--- config.mk ---
export PLATFORM = sky130hd
export DESIGN_NAME = ghash_input_framer
export DESIGN_NICKNAME = d
export VERILOG_FILES = /design/src/rtl/ghash_pkg.sv /design/src/rtl/ghash_pad_mask.sv /design/src/rtl/ghash_input_framer.sv
export SDC_FILE = /design/constraint.sdc
export NUM_CORES = 1
export LEC_CHECK = 0
export ABC_AREA = 0
export CAP_MARGIN = 20
export CORE_AREA = 2 2 351 353
export CTS_BUF_LIST = sky130_fd_sc_hd__clkbuf_8
export DETAILED_ROUTE_END_ITERATION = 10
export DIE_AREA = 0 0 353 355
export PLACE_DENSITY = 0.46
export REMOVE_ABC_BUFFERS = 1
export SYNTH_ARGS = -nofsm -noshare
export SYNTH_HDL_FRONTEND = slang
export SYNTH_SLANG_ARGS = --single-unit
--- constraint.sdc ---
create_clock -name i_clock -period 10.4 [get_ports i_clock]
set_input_delay 2.08 -clock i_clock [delete_from_list [all_inputs] [get_ports i_clock]]
set_output_delay 2.08 -clock i_clock [all_outputs]
set_load 0.005 [all_outputs]
--- src/rtl/ghash_pkg.sv ---
// Shared definitions for the GHASH input framing path: block width, FSM
// encoding, length-block layout and the final-block keep mask.
package ghash_pkg;

  localparam int unsigned NB_BLOCK     = 128;
  localparam int unsigned NB_LEN_FIELD = 64;
  // Length block layout: len_aad at [127:64], len_ct at [63:0].
  localparam int unsigned LEN_AAD_LSB  = 64;

  typedef enum logic [1:0] {
    StIdle = 2'd0,
    StAad  = 2'd1,
    StCt   = 2'd2,
    StLen  = 2'd3
  } state_e;

  // Keep mask for the last block of a phase: byte 0 sits at the MSBs, so a
  // partial block of k bytes keeps its top 8k bits. k == 0 means full block.
  function automatic logic [NB_BLOCK-1:0] keep_mask(input logic [3:0] last_bytes);
    logic [NB_BLOCK-1:0] ones;
    ones = '1;
    if (last_bytes == 4'd0) return ones;
    return ~(ones >> {last_bytes, 3'b000});
  endfunction

  function automatic logic [NB_BLOCK-1:0] len_block(input logic [NB_LEN_FIELD-1:0] len_aad,
                                                    input logic [NB_LEN_FIELD-1:0] len_ct);
    logic [NB_BLOCK-1:0] blk;
    blk = '0;
    blk[LEN_AAD_LSB +: NB_LEN_FIELD] = len_aad;
    blk[0 +: NB_LEN_FIELD]           = len_ct;
    return blk;
  endfunction

endpackage

--- src/rtl/ghash_pad_mask.sv ---
// Per-block masking over one bus word: blocks at or above i_n_blocks are
// zeroed and flagged as skipped; the highest live block is optionally padded.
module ghash_pad_mask
  import ghash_pkg::*;
#(
  parameter int unsigned N_BLOCKS      = 2,
  parameter int unsigned LOG2_N_BLOCKS = 1,
  parameter int unsigned NB_DATA       = N_BLOCKS * NB_BLOCK
) (
  input  logic [NB_DATA-1:0]       i_data_bus,
  input  logic [LOG2_N_BLOCKS:0]   i_n_blocks,
  input  logic                     i_pad_en,
  input  logic [3:0]               i_last_bytes,
  output logic [NB_DATA-1:0]       o_data_bus,
  output logic [N_BLOCKS-1:0]      o_skip_bus
);

  logic [NB_BLOCK-1:0] keep;
  logic [NB_BLOCK-1:0] blk;

  assign keep = keep_mask(i_last_bytes);

  // Pass live blocks, pad the last live one, zero and skip the rest.
  always_comb begin
    o_data_bus = '0;
    o_skip_bus = '0;
    blk        = '0;
    for (int b = 0; b < int'(N_BLOCKS); b++) begin
      if (b < int'(i_n_blocks)) begin
        blk = i_data_bus[b*NB_BLOCK +: NB_BLOCK];
        if (i_pad_en && (b == int'(i_n_blocks) - 1)) blk = blk & keep;
        o_data_bus[b*NB_BLOCK +: NB_BLOCK] = blk;
      end else begin
        o_skip_bus[b] = 1'b1;
      end
    end
  end

endmodule

--- src/rtl/ghash_input_framer.sv ---
// Frames one AES-GCM message (AAD, then ciphertext, then the length block)
// into N-block words for the multi-block GHASH accumulator.
module ghash_input_framer
  import ghash_pkg::*;
#(
  parameter int unsigned N_BLOCKS      = 2,
  parameter int unsigned LOG2_N_BLOCKS = 1,
  parameter int unsigned NB_DATA       = N_BLOCKS * NB_BLOCK,
  parameter int unsigned NB_LEN        = 64
) (
  input  logic                i_clock,
  input  logic                i_reset_n,
  input  logic                i_start,
  input  logic [NB_LEN-1:0]   i_len_aad_bits,
  input  logic [NB_LEN-1:0]   i_len_ct_bits,
  input  logic [NB_DATA-1:0]  i_aad_bus,
  input  logic                i_aad_valid,
  output logic                o_aad_ready,
  input  logic [NB_DATA-1:0]  i_ct_bus,
  input  logic                i_ct_valid,
  output logic                o_ct_ready,
  output logic [NB_DATA-1:0]  o_data_x_bus,
  output logic                o_valid,
  output logic                o_sop,
  output logic [N_BLOCKS-1:0] o_skip_bus,
  output logic                o_last,
  output logic                o_idle,
  output logic                o_error
);

  localparam int unsigned NB_CNT = NB_LEN - 7;
  localparam logic [NB_CNT-1:0]        FullCnt = NB_CNT'(N_BLOCKS);
  localparam logic [LOG2_N_BLOCKS:0]   FullN   = (LOG2_N_BLOCKS + 1)'(N_BLOCKS);
  localparam logic [N_BLOCKS-1:0]      LenSkip = {{(N_BLOCKS - 1){1'b1}}, 1'b0};

  function automatic logic [NB_CNT-1:0] blocks_of(input logic [NB_LEN-1:0] len);
    return len[NB_LEN-1:7] + NB_CNT'(|len[6:0]);
  endfunction

  state_e              state_q;
  logic [NB_CNT-1:0]   blocks_left_q;
  logic [NB_LEN-1:0]   len_aad_q, len_ct_q;
  logic                sop_pend_q;

  logic                last_word, pad_en, word_valid, start_ok;
  logic [LOG2_N_BLOCKS:0] n_blocks;
  logic [NB_DATA-1:0]  phase_bus, masked_bus;
  logic [3:0]          phase_k;
  logic [N_BLOCKS-1:0] masked_skip;
  logic [NB_CNT-1:0]   start_aad_blocks, start_ct_blocks, held_ct_blocks;

  assign o_aad_ready = (state_q == StAad);
  assign o_ct_ready  = (state_q == StCt);

  // Word sizing and input selection for the current phase.
  always_comb begin
    last_word        = (blocks_left_q <= FullCnt);
    n_blocks         = last_word ? blocks_left_q[LOG2_N_BLOCKS:0] : FullN;
    phase_bus        = (state_q == StCt) ? i_ct_bus : i_aad_bus;
    phase_k          = (state_q == StCt) ? len_ct_q[6:3] : len_aad_q[6:3];
    pad_en           = last_word && (phase_k != 4'd0);
    word_valid       = ((state_q == StAad) && i_aad_valid) || ((state_q == StCt) && i_ct_valid);
    start_ok         = ~|i_len_aad_bits[2:0] & ~|i_len_ct_bits[2:0];
    start_aad_blocks = blocks_of(i_len_aad_bits);
    start_ct_blocks  = blocks_of(i_len_ct_bits);
    held_ct_blocks   = blocks_of(len_ct_q);
  end

  ghash_pad_mask #(
    .N_BLOCKS      (N_BLOCKS),
    .LOG2_N_BLOCKS (LOG2_N_BLOCKS),
    .NB_DATA       (NB_DATA)
  ) u_pad_mask (
    .i_data_bus   (phase_bus),
    .i_n_blocks   (n_blocks),
    .i_pad_en     (pad_en),
    .i_last_bytes (phase_k),
    .o_data_bus   (masked_bus),
    .o_skip_bus   (masked_skip)
  );

  // Message FSM with registered outputs.
  always_ff @(posedge i_clock) begin
    if (!i_reset_n) begin
      state_q       <= StIdle;
      blocks_left_q <= '0;
      len_aad_q     <= '0;
      len_ct_q      <= '0;
      sop_pend_q    <= 1'b0;
      o_data_x_bus  <= '0;
      o_valid       <= 1'b0;
      o_sop         <= 1'b0;
      o_skip_bus    <= '0;
      o_last        <= 1'b0;
      o_idle        <= 1'b1;
      o_error       <= 1'b0;
    end else begin
      o_data_x_bus <= '0;
      o_valid      <= 1'b0;
      o_sop        <= 1'b0;
      o_skip_bus   <= '0;
      o_last       <= 1'b0;
      o_error      <= 1'b0;
      unique case (state_q)
        StIdle: begin
          if (i_start) begin
            if (!start_ok) begin
              o_error <= 1'b1;
            end else begin
              len_aad_q  <= i_len_aad_bits;
              len_ct_q   <= i_len_ct_bits;
              sop_pend_q <= 1'b1;
              o_idle     <= 1'b0;
              if (start_aad_blocks != '0) begin
                state_q       <= StAad;
                blocks_left_q <= start_aad_blocks;
              end else if (start_ct_blocks != '0) begin
                state_q       <= StCt;
                blocks_left_q <= start_ct_blocks;
              end else begin
                state_q <= StLen;
              end
            end
          end
        end
        StAad, StCt: begin
          if (word_valid) begin
            o_data_x_bus  <= masked_bus;
            o_skip_bus    <= masked_skip;
            o_valid       <= 1'b1;
            o_sop         <= sop_pend_q;
            sop_pend_q    <= 1'b0;
            blocks_left_q <= blocks_left_q - NB_CNT'(n_blocks);
            if (last_word) begin
              if ((state_q == StAad) && (held_ct_blocks != '0)) begin
                state_q       <= StCt;
                blocks_left_q <= held_ct_blocks;
              end else begin
                state_q <= StLen;
              end
            end
          end
        end
        StLen: begin
          o_data_x_bus <= NB_DATA'(len_block(len_aad_q, len_ct_q));
          o_skip_bus   <= LenSkip;
          o_valid      <= 1'b1;
          o_last       <= 1'b1;
          o_sop        <= sop_pend_q;
          sop_pend_q   <= 1'b0;
          o_idle       <= 1'b1;
          state_q      <= StIdle;
        end
        default: state_q <= StIdle;
      endcase
    end
  end

endmodule

==> results by group <==
Run status
  – Outcome: completed

Placed design
  – Port Buffers: 909
  – GPL Wtd Cong: around 0.95
  – Dpl cell area: 35330 µm²
  – Detail Placement HPWL: about 130000 µm

Timing
  – Final Skew: 48.52 ps
  – Worst-Margin Slew: 1347 ps
  – Final hold vios: 0
  – Hold slack: approximately 450 ps
  – Fin crit share: 74.97%
  – Post-route setup TNS: 0 ps
  – Final Slew Violations: 0
  – Clock period minus worst slack: about 7800 ps
  – Final setup violating endpoints: 0
  – Fmax: 128.3 MHz
  – RSZ-0062 raised after global routing: no
  – Slew margin rel.: 9.366%

Finish
  – Final core area utilization: 30.80%
  – Layout cell share with drive strength beyond 1: 5.169%
  – Area grow syn2layout: 50.28%
  – Fin nets: 4592
  – Design area: 37390 µm²
  – Most frequent cells in the layout: clkdlybuf4s50_1, nand2_1, dfxtp_1
  – Commonest non-fill, non-tap cell in the layout: clkdlybuf4s50_1
  – Fillers: 13219

Logic synthesis
  – Ys flop type: dfxtp_1
  – Post-synthesis cell count: 3138
  – Synth unique cells: 86
  – Sequential-to-total area share from yosys stat: between 30% and 40%
  – Number of synthesized flops with an enable pin: 0
  – Synth Register Bits: about 450
  – Post-Syn Area: 24880 µm²
  – Async SR Flop Fraction: 0%
  – Synth warnings: 0
  – Synth Area per Inst: about 7.9 µm²

Floorplanning
  – CORE AREA: 121400 µm²
  – DIE AREA: 125300 µm²
  – Num ports: 910
  – Die height: ~360 µm
  – Die width: 353 µm
  – Standard-cell rows: between 100 and 150
  – Starting Density: about a fifth

Critical path
  – Crit path cell chain: clkdlybuf4s50_1 -> nor3_1 -> nand2_1 -> ha_1 -> ha_1 -> and3_1 -> nand4_1 -> nor3_2 -> nand4_1 -> xnor2_1 -> nor4_1 -> nand3_1 -> nor4_1 -> a311oi_4 -> buf_4 -> nor2_2 -> a22o_1
  – CP max stage cell: nor4_1
  – CP max stage delay: slightly above 900 ps
  – Crit. End Element: flip-flop
  – Worst Path Required: 11100 ps
  – CP Class: in2reg
  – Critical-path maximum fanout: 59
  – Element type at the critical path start: primary input
  – Crit path arrival time: 8500 ps

Global route
  – Initial antenna violation count: 32
  – Gr usage total: 23.91%
  – Grt ovf: 0
  – Largest net degree at the start of global routing: 125
  – First-pass GRT wire length: 211800 µm
  – Number of global-route vias before repair: between 20000 and 30000

Clock network
  – Hold_buf cts: 0
  – Number of CTS-inserted buffers: between 90 and 100
  – Post-CTS Resized: 0
  – Max clock buf depth: 3
  – Num Clock Sinks: between 400 and 500
  – Root buffer cell: clkbuf_8
  – Clock slew at reported path FFs: 60 ps
  – TritonCTS clock tree: done
  – Later-pin clock latency in the skew report: 770 ps
  – H-tree level count: 3
  – Post-CTS Setup Bufs: 0

Run
  – Maxcap violations: 0

Hold path
  – Hold Path Class: reg2reg

Power
  – Leakage: approximately 12 nW
  – Cell area power density: 168.4 nW/µm²
  – Maximum vdd drop: 0.1236 mV

Drt
  – Via Count: 27220
  – Antenna viol nets, final: 0
  – Vias per cell: 4.827
  – WL/cell: 27.81 µm
  – Drt total wl: 156800 µm
  – Residual DRC count: 0
  – DR pass1 iterations: 6
  – DR iter-0 viols: 2207
state kept, by name (all words and copies together), names as in the netlist, 2 cells and up, named ones only:
name	flops
len_ct_q	64
o_data_x_bus	256
blocks_left_q	56
o_skip_bus	2
len_aad_q	64
state_q	2
layout make-up:
cell class	count	area, µm²	share of cell area (%)
Tap cell	1625	2033	5.438
Clock buffer	113	1555	4.160
Multi-Input combinational cell	2421	14830	39.66
Sequential cell	451	9029	24.15
Antenna cell	9	22.52	0.06024
Timing Repair Buffer	937	9325	24.94
Inverter	33	128.9	0.3447
Clock inverter	50	466.7	1.248
per-layer routing:
layer	GRT usage, %	wire length (µm)	vias up
li1	-	-	12746
met1	25.79	57330	13004
met2	44.52	81490	1234
met3	4.759	10250	224
met4	11.36	7664	12
met5	0	65	-
power by group:
part           internal, W  switching, W
sequential         0.00182      0.000103
clock              0.00117      0.000936
combinational     0.000949       0.00132
worst max-delay path, delay by kind of cell:
kind                       cells  cell delay (ps)
adders and majority gates      2              650
AOI/OAI and AO/OA              2              460
xor gates and xnor gates       1              200
buffers and inverters          2              860
and+or+nand+nor               10             4190
kinds of logic (layout without fill, tap and decap cells):
logic type               count (synthesis)  in the layout  synth area share, %
multiplexers                           281            281                11.33
other                                    1             10              0.01507
buffers and inverters                  266           1133                4.350
adder cells (fa/ha/maj)                 11             11               0.5532
XOR/XNOR                               224            224                7.886
AND/OR/NAND/NOR                       1312           1312                24.83
flip-flops                             451            451                36.29
AO/OA/AOI/OAI                          592            592                14.74
metrics by stage:
stage | setup WS [ps] | power, W | std cells
3_5_place_dp | 1964 | 0.004202 | 5466
3_3_place_gp | 2123 | 0.004195 | 5466
5_1_grt | 2294 | 0.006617 | 5638
6_report | 2603 | 0.006296 | 5639
2_1_floorplan | -3529 | 0.003598 | 2905
4_1_cts | 2764 | 0.006352 | 5629
final timing paths:
| kind | startpoint | endpoint | slack [ps] | cells after the start |
|---|---|---|---|---|
| setup reg to reg | len_ct_q[5]$_SDFFE_PN0P_ | blocks_left_q[4]$_SDFFE_PN0P_ | 3380 | 16 |
| hold reg to reg | len_aad_q[63]$_SDFFE_PN0P_ | o_data_x_bus[127]$_SDFF_PN0_ | 450 | 2 |
| setup / recovery | i_len_ct_bits[0] | blocks_left_q[40]$_SDFFE_PN0P_ | 2600 | 17 |
| hold / removal | len_aad_q[63]$_SDFFE_PN0P_ | o_data_x_bus[127]$_SDFF_PN0_ | 450 | 2 |
synthesized netlist by cell type (all sizes together), types with 6 or more instances:
master / number / area share [%]
o31ai: 9 / 0.27
a22o: 18 / 0.63
o211ai: 8 / 0.24
xnor2: 132 / 4.6
a21oi: 163 / 3.3
o21ai: 206 / 4.1
nor2b: 8 / 0.20
dfxtp: 451 / 36
nor3: 81 / 1.6
or2: 7 / 0.18
a211o: 11 / 0.39
nand2b: 12 / 0.30
o221ai: 11 / 0.39
nand3: 99 / 2.1
or4: 22 / 0.68
a31oi: 26 / 0.65
buf: 58 / 1.2
nand4: 72 / 1.8
a311oi: 7 / 0.27
or3: 24 / 0.60
nor2: 263 / 4.0
and2: 21 / 0.53
and4: 24 / 0.84
mux2i: 276 / 11
a32o: 6 / 0.24
o2111ai: 7 / 0.25
a211oi: 34 / 1.0
clkbuf: 175 / 2.6
xor2: 92 / 3.2
ha: 11 / 0.55
o21a: 9 / 0.27
nor4: 68 / 1.9
inv: 32 / 0.48
nand2: 540 / 8.1
o22ai: 10 / 0.25
a221oi: 17 / 0.60
and3: 54 / 1.4
Note: power is estimated with default switching activity, not from simulation.
